<file path="config.mk">
export PLATFORM = sky130hd
export DESIGN_NAME = uart_crc_transmitter
export DESIGN_NICKNAME = d
export VERILOG_FILES = /design/src/rtl/uart_crc_pkg.sv /design/src/rtl/crc16_ccitt_step.sv /design/src/rtl/uart_crc_transmitter.sv
export SDC_FILE = /design/constraint.sdc
export NUM_CORES = 1
export LEC_CHECK = 0
export BUFFER_PORTS_ARGS = -buffer_cell sky130_fd_sc_hd__buf_2
export CORE_AREA = 2 2 68 83
export DETAILED_ROUTE_END_ITERATION = 8
export DIE_AREA = 0 0 70 85
export PLACE_DENSITY = 0.82
export SLEW_MARGIN = 20
export SYNTH_ARGS = -nofsm -noshare
export SYNTH_HDL_FRONTEND = slang
export SYNTH_SLANG_ARGS = --single-unit
</file>
<file path="constraint.sdc">
create_clock -name clk -period 2.6 [get_ports clk]
set_clock_uncertainty 0.2 [all_clocks]
set_input_delay 0.26 -clock clk [delete_from_list [all_inputs] [get_ports clk]]
set_output_delay 0.26 -clock clk [all_outputs]
set_load 0.02 [all_outputs]
</file>
<file path="src/rtl/uart_crc_pkg.sv">
// Shared definitions for the CRC-16 UART link (transmitter and receiver).
//   CRC16_POLY / CRC16_INIT : CRC-16/CCITT-FALSE parameters (no reflection, no final XOR)
//   FRAME_BITS / DATA_BITS / CRC_BITS : frame layout (start + data + crc + stop)
//   tx_state_e : transmitter state encoding
package uart_crc_pkg;

    localparam logic [15:0] CRC16_POLY = 16'h1021;
    localparam logic [15:0] CRC16_INIT = 16'hFFFF;

    localparam int FRAME_BITS = 26;
    localparam int DATA_BITS  = 8;
    localparam int CRC_BITS   = 16;

    typedef enum logic [2:0] {
        ST_IDLE    = 3'd0,
        ST_CRC     = 3'd1,
        ST_START   = 3'd2,
        ST_DATA    = 3'd3,
        ST_CRCBITS = 3'd4,
        ST_STOP    = 3'd5
    } tx_state_e;

endpackage

</file>
<file path="src/rtl/crc16_ccitt_step.sv">
// One-bit CRC-16/CCITT update (polynomial 0x1021, MSB-first feed).
// Ports:
//   crc_in   in  16  current CRC register
//   data_bit in  1   next message bit
//   crc_next out 16  CRC after absorbing data_bit
module crc16_ccitt_step (
    input  logic [15:0] crc_in,
    input  logic        data_bit,
    output logic [15:0] crc_next
);
    import uart_crc_pkg::*;

    logic feedback;

    assign feedback = crc_in[15] ^ data_bit;
    assign crc_next = {crc_in[14:0], 1'b0} ^ (feedback ? CRC16_POLY : 16'h0000);

endmodule

</file>
<file path="src/rtl/uart_crc_transmitter.sv">
// UART transmitter sending one 26-bit frame per request:
//   start(0), data[0..7], crc[0..15], stop(1).
// The CRC-16/CCITT-FALSE of the payload is computed one bit per clock
// (8 cycles) before the start bit goes out.
// Ports:
//   clk      in  1   system clock, rising edge
//   reset    in  1   synchronous, active-high
//   tx_start in  1   request, only looked at while idle
//   data_in  in  8   payload, captured on acceptance
//   tx_out   out 1   serial line, idles high, registered
//   tx_busy  out 1   frame in progress
//   tx_done  out 1   one-cycle pulse as the stop bit completes
//   crc_out  out 16  CRC of the current/last frame
module uart_crc_transmitter #(
    parameter int BAUD_RATE = 9600,
    parameter int CLK_FREQ  = 50000000
) (
    input  logic        clk,
    input  logic        reset,
    input  logic        tx_start,
    input  logic [7:0]  data_in,
    output logic        tx_out,
    output logic        tx_busy,
    output logic        tx_done,
    output logic [15:0] crc_out
);
    import uart_crc_pkg::*;

    localparam int BAUD_COUNTER_MAX = CLK_FREQ / BAUD_RATE - 1;
    localparam int BAUD_CNT_W = (BAUD_COUNTER_MAX > 0) ? $clog2(BAUD_COUNTER_MAX + 1) : 1;
    localparam logic [BAUD_CNT_W-1:0] BAUD_MAX = BAUD_CNT_W'(BAUD_COUNTER_MAX);
    localparam logic [3:0] LAST_DATA_IDX = 4'(DATA_BITS - 1);
    localparam logic [3:0] LAST_CRC_IDX  = 4'(CRC_BITS - 1);

    tx_state_e              state_q, state_d;
    logic [BAUD_CNT_W-1:0]  baud_cnt_q, baud_cnt_d;
    logic [3:0]             bit_idx_q, bit_idx_d;
    logic [7:0]             data_q, data_d;
    logic [15:0]            crc_q, crc_d;
    logic                   tx_out_q, tx_out_d;
    logic                   tx_busy_q, tx_busy_d;
    logic                   tx_done_q, tx_done_d;

    logic                   baud_wrap;
    logic [2:0]             crc_bit_sel;
    logic [15:0]            crc_step_next;

    assign baud_wrap = (baud_cnt_q == BAUD_MAX);
    // The CRC is fed MSB first even though the line sends data LSB first.
    assign crc_bit_sel = 3'd7 - bit_idx_q[2:0];

    crc16_ccitt_step u_crc_step (
        .crc_in   (crc_q),
        .data_bit (data_q[crc_bit_sel]),
        .crc_next (crc_step_next)
    );

    always_comb begin
        state_d    = state_q;
        baud_cnt_d = baud_cnt_q;
        bit_idx_d  = bit_idx_q;
        data_d     = data_q;
        crc_d      = crc_q;
        tx_done_d  = 1'b0;

        case (state_q)
            ST_IDLE: begin
                if (tx_start) begin
                    data_d     = data_in;
                    crc_d      = CRC16_INIT;
                    bit_idx_d  = 4'd0;
                    baud_cnt_d = '0;
                    state_d    = ST_CRC;
                end
            end
            ST_CRC: begin
                crc_d = crc_step_next;
                if (bit_idx_q == LAST_DATA_IDX) begin
                    bit_idx_d  = 4'd0;
                    baud_cnt_d = '0;
                    state_d    = ST_START;
                end else begin
                    bit_idx_d = bit_idx_q + 4'd1;
                end
            end
            ST_START: begin
                if (baud_wrap) begin
                    baud_cnt_d = '0;
                    bit_idx_d  = 4'd0;
                    state_d    = ST_DATA;
                end else begin
                    baud_cnt_d = baud_cnt_q + 1'b1;
                end
            end
            ST_DATA: begin
                if (baud_wrap) begin
                    baud_cnt_d = '0;
                    if (bit_idx_q == LAST_DATA_IDX) begin
                        bit_idx_d = 4'd0;
                        state_d   = ST_CRCBITS;
                    end else begin
                        bit_idx_d = bit_idx_q + 4'd1;
                    end
                end else begin
                    baud_cnt_d = baud_cnt_q + 1'b1;
                end
            end
            ST_CRCBITS: begin
                if (baud_wrap) begin
                    baud_cnt_d = '0;
                    if (bit_idx_q == LAST_CRC_IDX) begin
                        bit_idx_d = 4'd0;
                        state_d   = ST_STOP;
                    end else begin
                        bit_idx_d = bit_idx_q + 4'd1;
                    end
                end else begin
                    baud_cnt_d = baud_cnt_q + 1'b1;
                end
            end
            ST_STOP: begin
                if (baud_wrap) begin
                    baud_cnt_d = '0;
                    tx_done_d  = 1'b1;
                    state_d    = ST_IDLE;
                end else begin
                    baud_cnt_d = baud_cnt_q + 1'b1;
                end
            end
            default: begin
                state_d = ST_IDLE;
            end
        endcase

        // Outputs are decoded from the next state so that the registered
        // line, busy and done flags change on the same edge as the state.
        tx_busy_d = (state_d != ST_IDLE);
        case (state_d)
            ST_START:   tx_out_d = 1'b0;
            ST_DATA:    tx_out_d = data_d[bit_idx_d[2:0]];
            ST_CRCBITS: tx_out_d = crc_d[bit_idx_d];
            default:    tx_out_d = 1'b1;
        endcase
    end

    always_ff @(posedge clk) begin
        if (reset) begin
            state_q    <= ST_IDLE;
            baud_cnt_q <= '0;
            bit_idx_q  <= 4'd0;
            data_q     <= 8'd0;
            crc_q      <= 16'd0;
            tx_out_q   <= 1'b1;
            tx_busy_q  <= 1'b0;
            tx_done_q  <= 1'b0;
        end else begin
            state_q    <= state_d;
            baud_cnt_q <= baud_cnt_d;
            bit_idx_q  <= bit_idx_d;
            data_q     <= data_d;
            crc_q      <= crc_d;
            tx_out_q   <= tx_out_d;
            tx_busy_q  <= tx_busy_d;
            tx_done_q  <= tx_done_d;
        end
    end

    assign tx_out  = tx_out_q;
    assign tx_busy = tx_busy_q;
    assign tx_done = tx_done_q;
    assign crc_out = crc_q;

endmodule

</file>
==> results.yml, run 1 <==
die:
  core-area_mm2: 0.00515
  die_area_mm2: 0.00595
  initial_utilization: 0.515
  die_x_um: 70
  io_pins: 30
  placementRows: 29
  die_h_um: 85
placed_design:
  gp_congestion: 0.940
  dp_hpwl_mm: 5.11
  port_buffers: 29
  dp_cells: 435
final_layout:
  multi_input_area_mm2: 0.00173
  instances_no_fill: 454
  layout_commonest_cell: "nand2_1"
  fillCellCount: 442
  utilization: 0.664
  nNetsFinal: 404
  seq_area_um2: 952
  antenna_cells: 0
  drive_gt1_frac: 0.304
  area_delta_synth_final_pct: 29.1
  final_cell_mix: "nand2_1 (60), buf_4 (42), dfxtp_1 (40)"
clock_tree:
  clock-root-buffer: "clkbuf_8"
  insertion_delay_ns: 0.30
  cts_tree: "done"
  clock_sinks: 47
  htreeDepth: 2
  cts-buffers-inserted: 5
  path_clk_slew_ns: 0.09
  cts_buffer_depth: 2
run:
  max-cap-violations: 0
global_route:
  grt_pass1_wl_mm: 11.4
  overflow: 0
  track_usage: 0.234
  antenna_found_initial: 0
  grt_pass1_vias: 2564
  grt_max_degree: 22
timing:
  fin_crit_ns: 2.62
  worst_pin_slew_ns: 0.384
  hold_violations: 0
  rsz0062_at_grt: "true"
  fmax_mhz: 381
  setup_ws_ns: -0.0233
  fin_hold_ws_ns: 0.00319
  final_max_slew_viol_count: 0
  maxSlewHeadroom: 0.744
  fin_crit_sh: 1.01
  setup_viol: 1
hold_path:
  hp-class: "primary input to flip-flop"
yosys:
  synth_top_flop_cell: "dfxtp_1"
  synth_edf_count: 0
  ys_warn_count: 0
  synth_area_leader_cell: "dfxtp_1"
  synth_seq_area_share: 0.355
  ys_ff_latch: 47
  async_reset_ff_frac: 0
  synth_nets: 337
  synth_top_cells_by_area: "dfxtp_1 (35%), nand2_1 (8.5%), nor2_1 (4.5%)"
  yosysTopAreaCellShare: 0.355
  synth_area_mm2: 0.00265
  syn_inst: 324
  yosysUniqueCellTypes: 68
  avgSynthCellArea_um2: 8.19
routing:
  antenna_left: 0
  firstDrtPassIters: 4
  viasPerCell: 5.89
  routedWlPerCell_um: 16.1
  drc: 0
  vias: 2676
  wl_mm: 7.30
  first_iter_violations: 170
outcome:
  violations: "negative setup slack"
  status: "finished with violations"
power_and_ir_drop:
  cellPowerDensity_mw_per_mm2: 472
  leakage_nw: 1.35
  switching_share: 0.312
  p_sw_uw: 505
  power.share.sequential: 0.496
  clkPwrFrac: 0.275
  internal_power_mw: 1.11
  ir_drop_v: 0.000434
  pwr-share-comb: 0.228
critical_path:
  crit_type: "flip-flop to flip-flop"
  cp.arrival_ns: 2.62
  end_kind: "flip-flop"
  crit_fanout: 6
  critPathRequiredTime_ns: 2.59
  cp-start-kind: "flip-flop"
## sequential cells by signal, summed over array words and instances (netlist names)
name	count
crc_out	16
tx_done	1
baud_cnt_q	13
tx_busy	1
state_q	3
data_q	8
bit_idx_q	4
tx_out	1
## critical path, cell delays in order, from the launching register on
cell,delay (ns)
dfxtp_2,0.33
ha_1,0.28
and3b_1,0.27
nor2_8,0.18
nor2_4,0.07
o31a_4,0.37
and2_0,0.20
a2111oi_2,0.37
a211o_1,0.15
nand4b_1,0.09
## routing by layer
| metal | vias up | routed length [µm] | GRT usage |
|---|---|---|---|
| li1 | 1298 | - | - |
| met5 | - | 0 | 0 |
| met2 | 82 | 3790 | 0.425 |
| met4 | 0 | 268 | 0.103 |
| met3 | 28 | 299 | 0.0416 |
| met1 | 1268 | 2950 | 0.267 |
## Yosys cell counts (3+ instances only)
master,count
o211ai_1,3
mux2i_1,3
nand4_1,5
buf_1,3
or3_1,7
xor2_1,6
buf_2,5
a21oi_1,22
clkbuf_1,8
nand2_1,60
nand2b_1,3
nor3_1,7
buf_6,4
inv_1,7
nand3_1,6
a211oi_1,3
a21o_1,3
dfxtp_1,47
xnor2_1,3
o21ai_0,10
and2_1,3
a31oi_1,13
and3_1,3
nor4_1,3
nor2_1,32
## timing repair
item	CTS	global route
hold endpoints to repair	7	0
gates cloned	0	0
resized for setup	7	26
setup buffers	0	4
hold buffers	7	0
pin swaps	0	14
setup endpoints to repair	1	5
## power groups by stage
stage	Sequential, mW	Combinational [mW]	Clock, mW
4_1_cts	0.801	0.346	0.448
2_1_floorplan	0.842	0.201	0
3_3_place_gp	0.815	0.324	0
6_report	0.802	0.369	0.446
3_5_place_dp	0.818	0.330	0
5_1_grt	0.808	0.402	0.478
## path summary, 6_finish.rpt
path,cells past startpoint,endpoint,startpoint,slack (ns)
setup / recovery,9,tx_out$_SDFF_PP1_,bit_idx_q[0]$_SDFF_PP0_,-0.02
hold / removal,3,data_q[4]$_SDFF_PP0_,data_in[4],0.003
setup reg to reg,9,tx_out$_SDFF_PP1_,bit_idx_q[0]$_SDFF_PP0_,-0.02
hold reg to reg,2,data_q[3]$_SDFF_PP0_,data_q[3]$_SDFF_PP0_,0.27
## final cells by class
class                      count  share of cell area
clock inverter                 2             0.00365
tap                           62              0.0227
clock buffer                   6              0.0212
inverter                       7             0.00768
timing repair buffer          80               0.162
sequential                    47               0.278
multi-input combinational    250               0.505
## kinds of logic (layout without fill, tap and decap cells)
kind of cell               Yosys count  count (layout)  share of synthesized area
adders and majority gates            2               2                    0.00943
DFF                                 47              47                      0.355
muxes                                8               8                     0.0424
buffers and inverters               27              95                     0.0519
AOI/OAI and AO/OA                   79              79                      0.207
and+or+nand+nor                    150             150                      0.288
xor gates and xnor gates            11              11                     0.0467
## per-stage QoR
stage               cell area, µm²  TNS (ns)  total power [mW]  worst slack [ns]
floorplan                     2660         0              1.04           0.00385
global route                  3420   -0.0678              1.69           -0.0456
global placement              3080         0              1.14            0.0114
finish                        3420   -0.0233              1.62           -0.0233
detailed placement            3080   -0.0865              1.15           -0.0865
CTS                           3260         0              1.60            0.0148
No activity file was read; power rests on OpenSTA's default activity.
==> run 2, diff against run 1 <==
ABC_AREA = 1   (was not set)
CORE_AREA = 2 2 69 85   (was 2 2 68 83)
DIE_AREA = 0 0 71 87   (was 0 0 70 85)
==> results.yml, run 2 <==
outcome:
  status: "finished, final reports clean"
global_route:
  track_usage: 0.231
  use_met3: 0.0428
  grt_use_met2: 0.441
  antenna_found_initial: 0
  grt_use_met1: 0.248
  grt_pass1_wl_mm: 11.5
  gr-max-usage-layer: "met2"
  grt_max_degree: 30
  grt_pass1_vias: 2661
  overflow: 0
yosys:
  synth_edf_count: 0
  yosysUniqueCellTypes: 40
  ys_warn_count: 0
  synth_seq_area_share: 0.340
  ys_ff_latch: 47
  avgSynthCellArea_um2: 6.33
  synth.most_common_cell: "nand2_1"
  synth_area_leader_cell: "dfxtp_1"
  yosysTopAreaCellShare: 0.340
  synth_top_cells_by_area: "dfxtp_1 (34%), nand2_1 (18%), inv_1 (9.4%)"
  yosys-top-cells-count: "nand2_1 (133), inv_1 (69), dfxtp_1 (47)"
  async_reset_ff_frac: 0
  synth_top_flop_cell: "dfxtp_1"
  syn_inst: 437
  synth_nets: 450
  synth_area_mm2: 0.00277
final_layout:
  area_delta_synth_final_pct: 11.4
  final_cell_mix: "nand2_1 (133), inv_1 (69), dfxtp_1 (47)"
  largest_reg_flops: 16
  layout_commonest_cell: "nand2_1"
  nNetsFinal: 480
  drive_gt1_frac: 0.165
  antenna_cells: 0
  fillCellCount: 529
die:
  die_area_mm2: 0.00618
  die_x_um: 71
  core-area_mm2: 0.00544
  die_h_um: 87
  io_pins: 30
  initial_utilization: 0.508
  placementRows: 30
critical_path:
  cp.arrival_ns: 2.38
  crit_type: "flip-flop to flip-flop"
  cp-start-kind: "flip-flop"
  end_kind: "flip-flop"
  crit_fanout: 8
  critPathRequiredTime_ns: 2.61
power_and_ir_drop:
  cellPowerDensity_mw_per_mm2: 517
  leakage_nw: 1.56
  ir_drop_v: 0.000253
timing:
  maxSlewHeadroom: 0.675
  final_max_slew_viol_count: 0
  fin_hold_ws_ns: 0.0491
  rsz0062_at_grt: "false"
  worst_pin_slew_ns: 0.487
  hold_violations: 0
  fin_crit_ns: 2.37
  fmax_mhz: 422
  fin_crit_sh: 0.911
  setup_viol: 0
  setup_total_negative_slack_ns: 0
clock_tree:
  cts_buffer_depth: 2
  insertion_delay_ns: 0.31
  clock_sinks: 47
  path_clk_slew_ns: 0.10
  cts-buffers-inserted: 5
  cts_hold_buf: 0
  cts_tree: "done"
  clock-root-buffer: "clkbuf_8"
  htreeDepth: 2
routing:
  wl_mm: 6.67
  vias: 2787
  firstDrtPassIters: 4
  routedWlPerCell_um: 12.5
  antenna_left: 0
  viasPerCell: 5.24
  drc: 0
  first_iter_violations: 196
placed_design:
  port_buffers: 29
  gp_congestion: 0.998
  dp_hpwl_mm: 5.19
hold_path:
  hp-class: "primary input to flip-flop"
run:
  max-cap-violations: 0
run 2: stage by stage:
| step | power, mW | instance area, µm² | setup slack (ns) | utilization | std cells |
|---|---|---|---|---|---|
| 2_1_floorplan | 1.06 | 2770 | 0.442 | - | 437 |
| 3_3_place_gp | 1.15 | 2980 | 0.235 | 0.548 | 524 |
| 3_5_place_dp | 1.16 | 2980 | 0.101 | 0.548 | 524 |
| 4_1_cts | 1.60 | 3070 | 0.0835 | 0.564 | 532 |
| 5_1_grt | 1.69 | 3080 | 0.0114 | 0.566 | 532 |
| 6_report | 1.59 | 3080 | 0.231 | 0.566 | 532 |
run 2: final timing paths:
path	start	endpoint	slack, ns	cells past startpoint
hold reg to reg	baud_cnt_q[1]$_SDFFE_PP0P_	baud_cnt_q[1]$_SDFFE_PP0P_	0.29	2
setup / recovery	baud_cnt_q[0]$_SDFFE_PP0P_	tx_out$_SDFF_PP1_	0.23	15
setup reg to reg	baud_cnt_q[0]$_SDFFE_PP0P_	tx_out$_SDFF_PP1_	0.23	15
hold / removal	data_in[1]	data_q[1]$_SDFF_PP0_	0.05	3
run 2: area by class of cell:
type,count,area [µm²],share of cell area
clock inverter,3,20.0,0.00650
clock buffer,5,68.8,0.0223
timing repair buffer,34,195,0.0634
tap,64,80.1,0.0260
sequential,47,941,0.306
multi-input combinational,301,1480,0.480
inverter,78,295,0.0959
run 2: critical path, cell delays in order, from the launching register on:
cell and delay (ns):
dfxtp_1 0.36, ha_1 0.17, nand2_1 0.09, nor2_2 0.17, nand2_1 0.08, nor2_2 0.16, nand2_1 0.10, nand3_1 0.10
nand3_2 0.17, buf_4 0.20, a21oi_1 0.13, nand2_1 0.08, nand2_1 0.08, nand2_1 0.06, nand3_1 0.07, nand2_1 0.05
run 2: logic make-up (layout without fill, tap and decap cells):
group / count (synthesis) / in the layout / share of synthesized area
and+or+nand+nor: 243 / 243 / 0.402
adders and majority gates: 2 / 2 / 0.00905
xor gates and xnor gates: 1 / 1 / 0.00317
buffers and inverters: 89 / 120 / 0.128
AOI/OAI and AO/OA: 55 / 55 / 0.118
DFF: 47 / 47 / 0.340
run 2: timing repair:
action / in CTS / in global routing
resized for setup: 0 / 3
setup buffers: 0 / 0
setup endpoints to repair: 0 / 1
run 2: power by group:
part           switching (mW)  internal, mW
logic                   0.241         0.120
clock network           0.255         0.187
registers              0.0260         0.761
total                   0.522          1.07
run 2: per-layer routing:
layer | part of all wire | vias to the layer above | routed length [µm]
li1 | - | 1437 | -
met5 | 0 | - | 0
met4 | 0.028 | 0 | 187
met1 | 0.41 | 1263 | 2720
met2 | 0.53 | 67 | 3550
met3 | 0.032 | 20 | 213
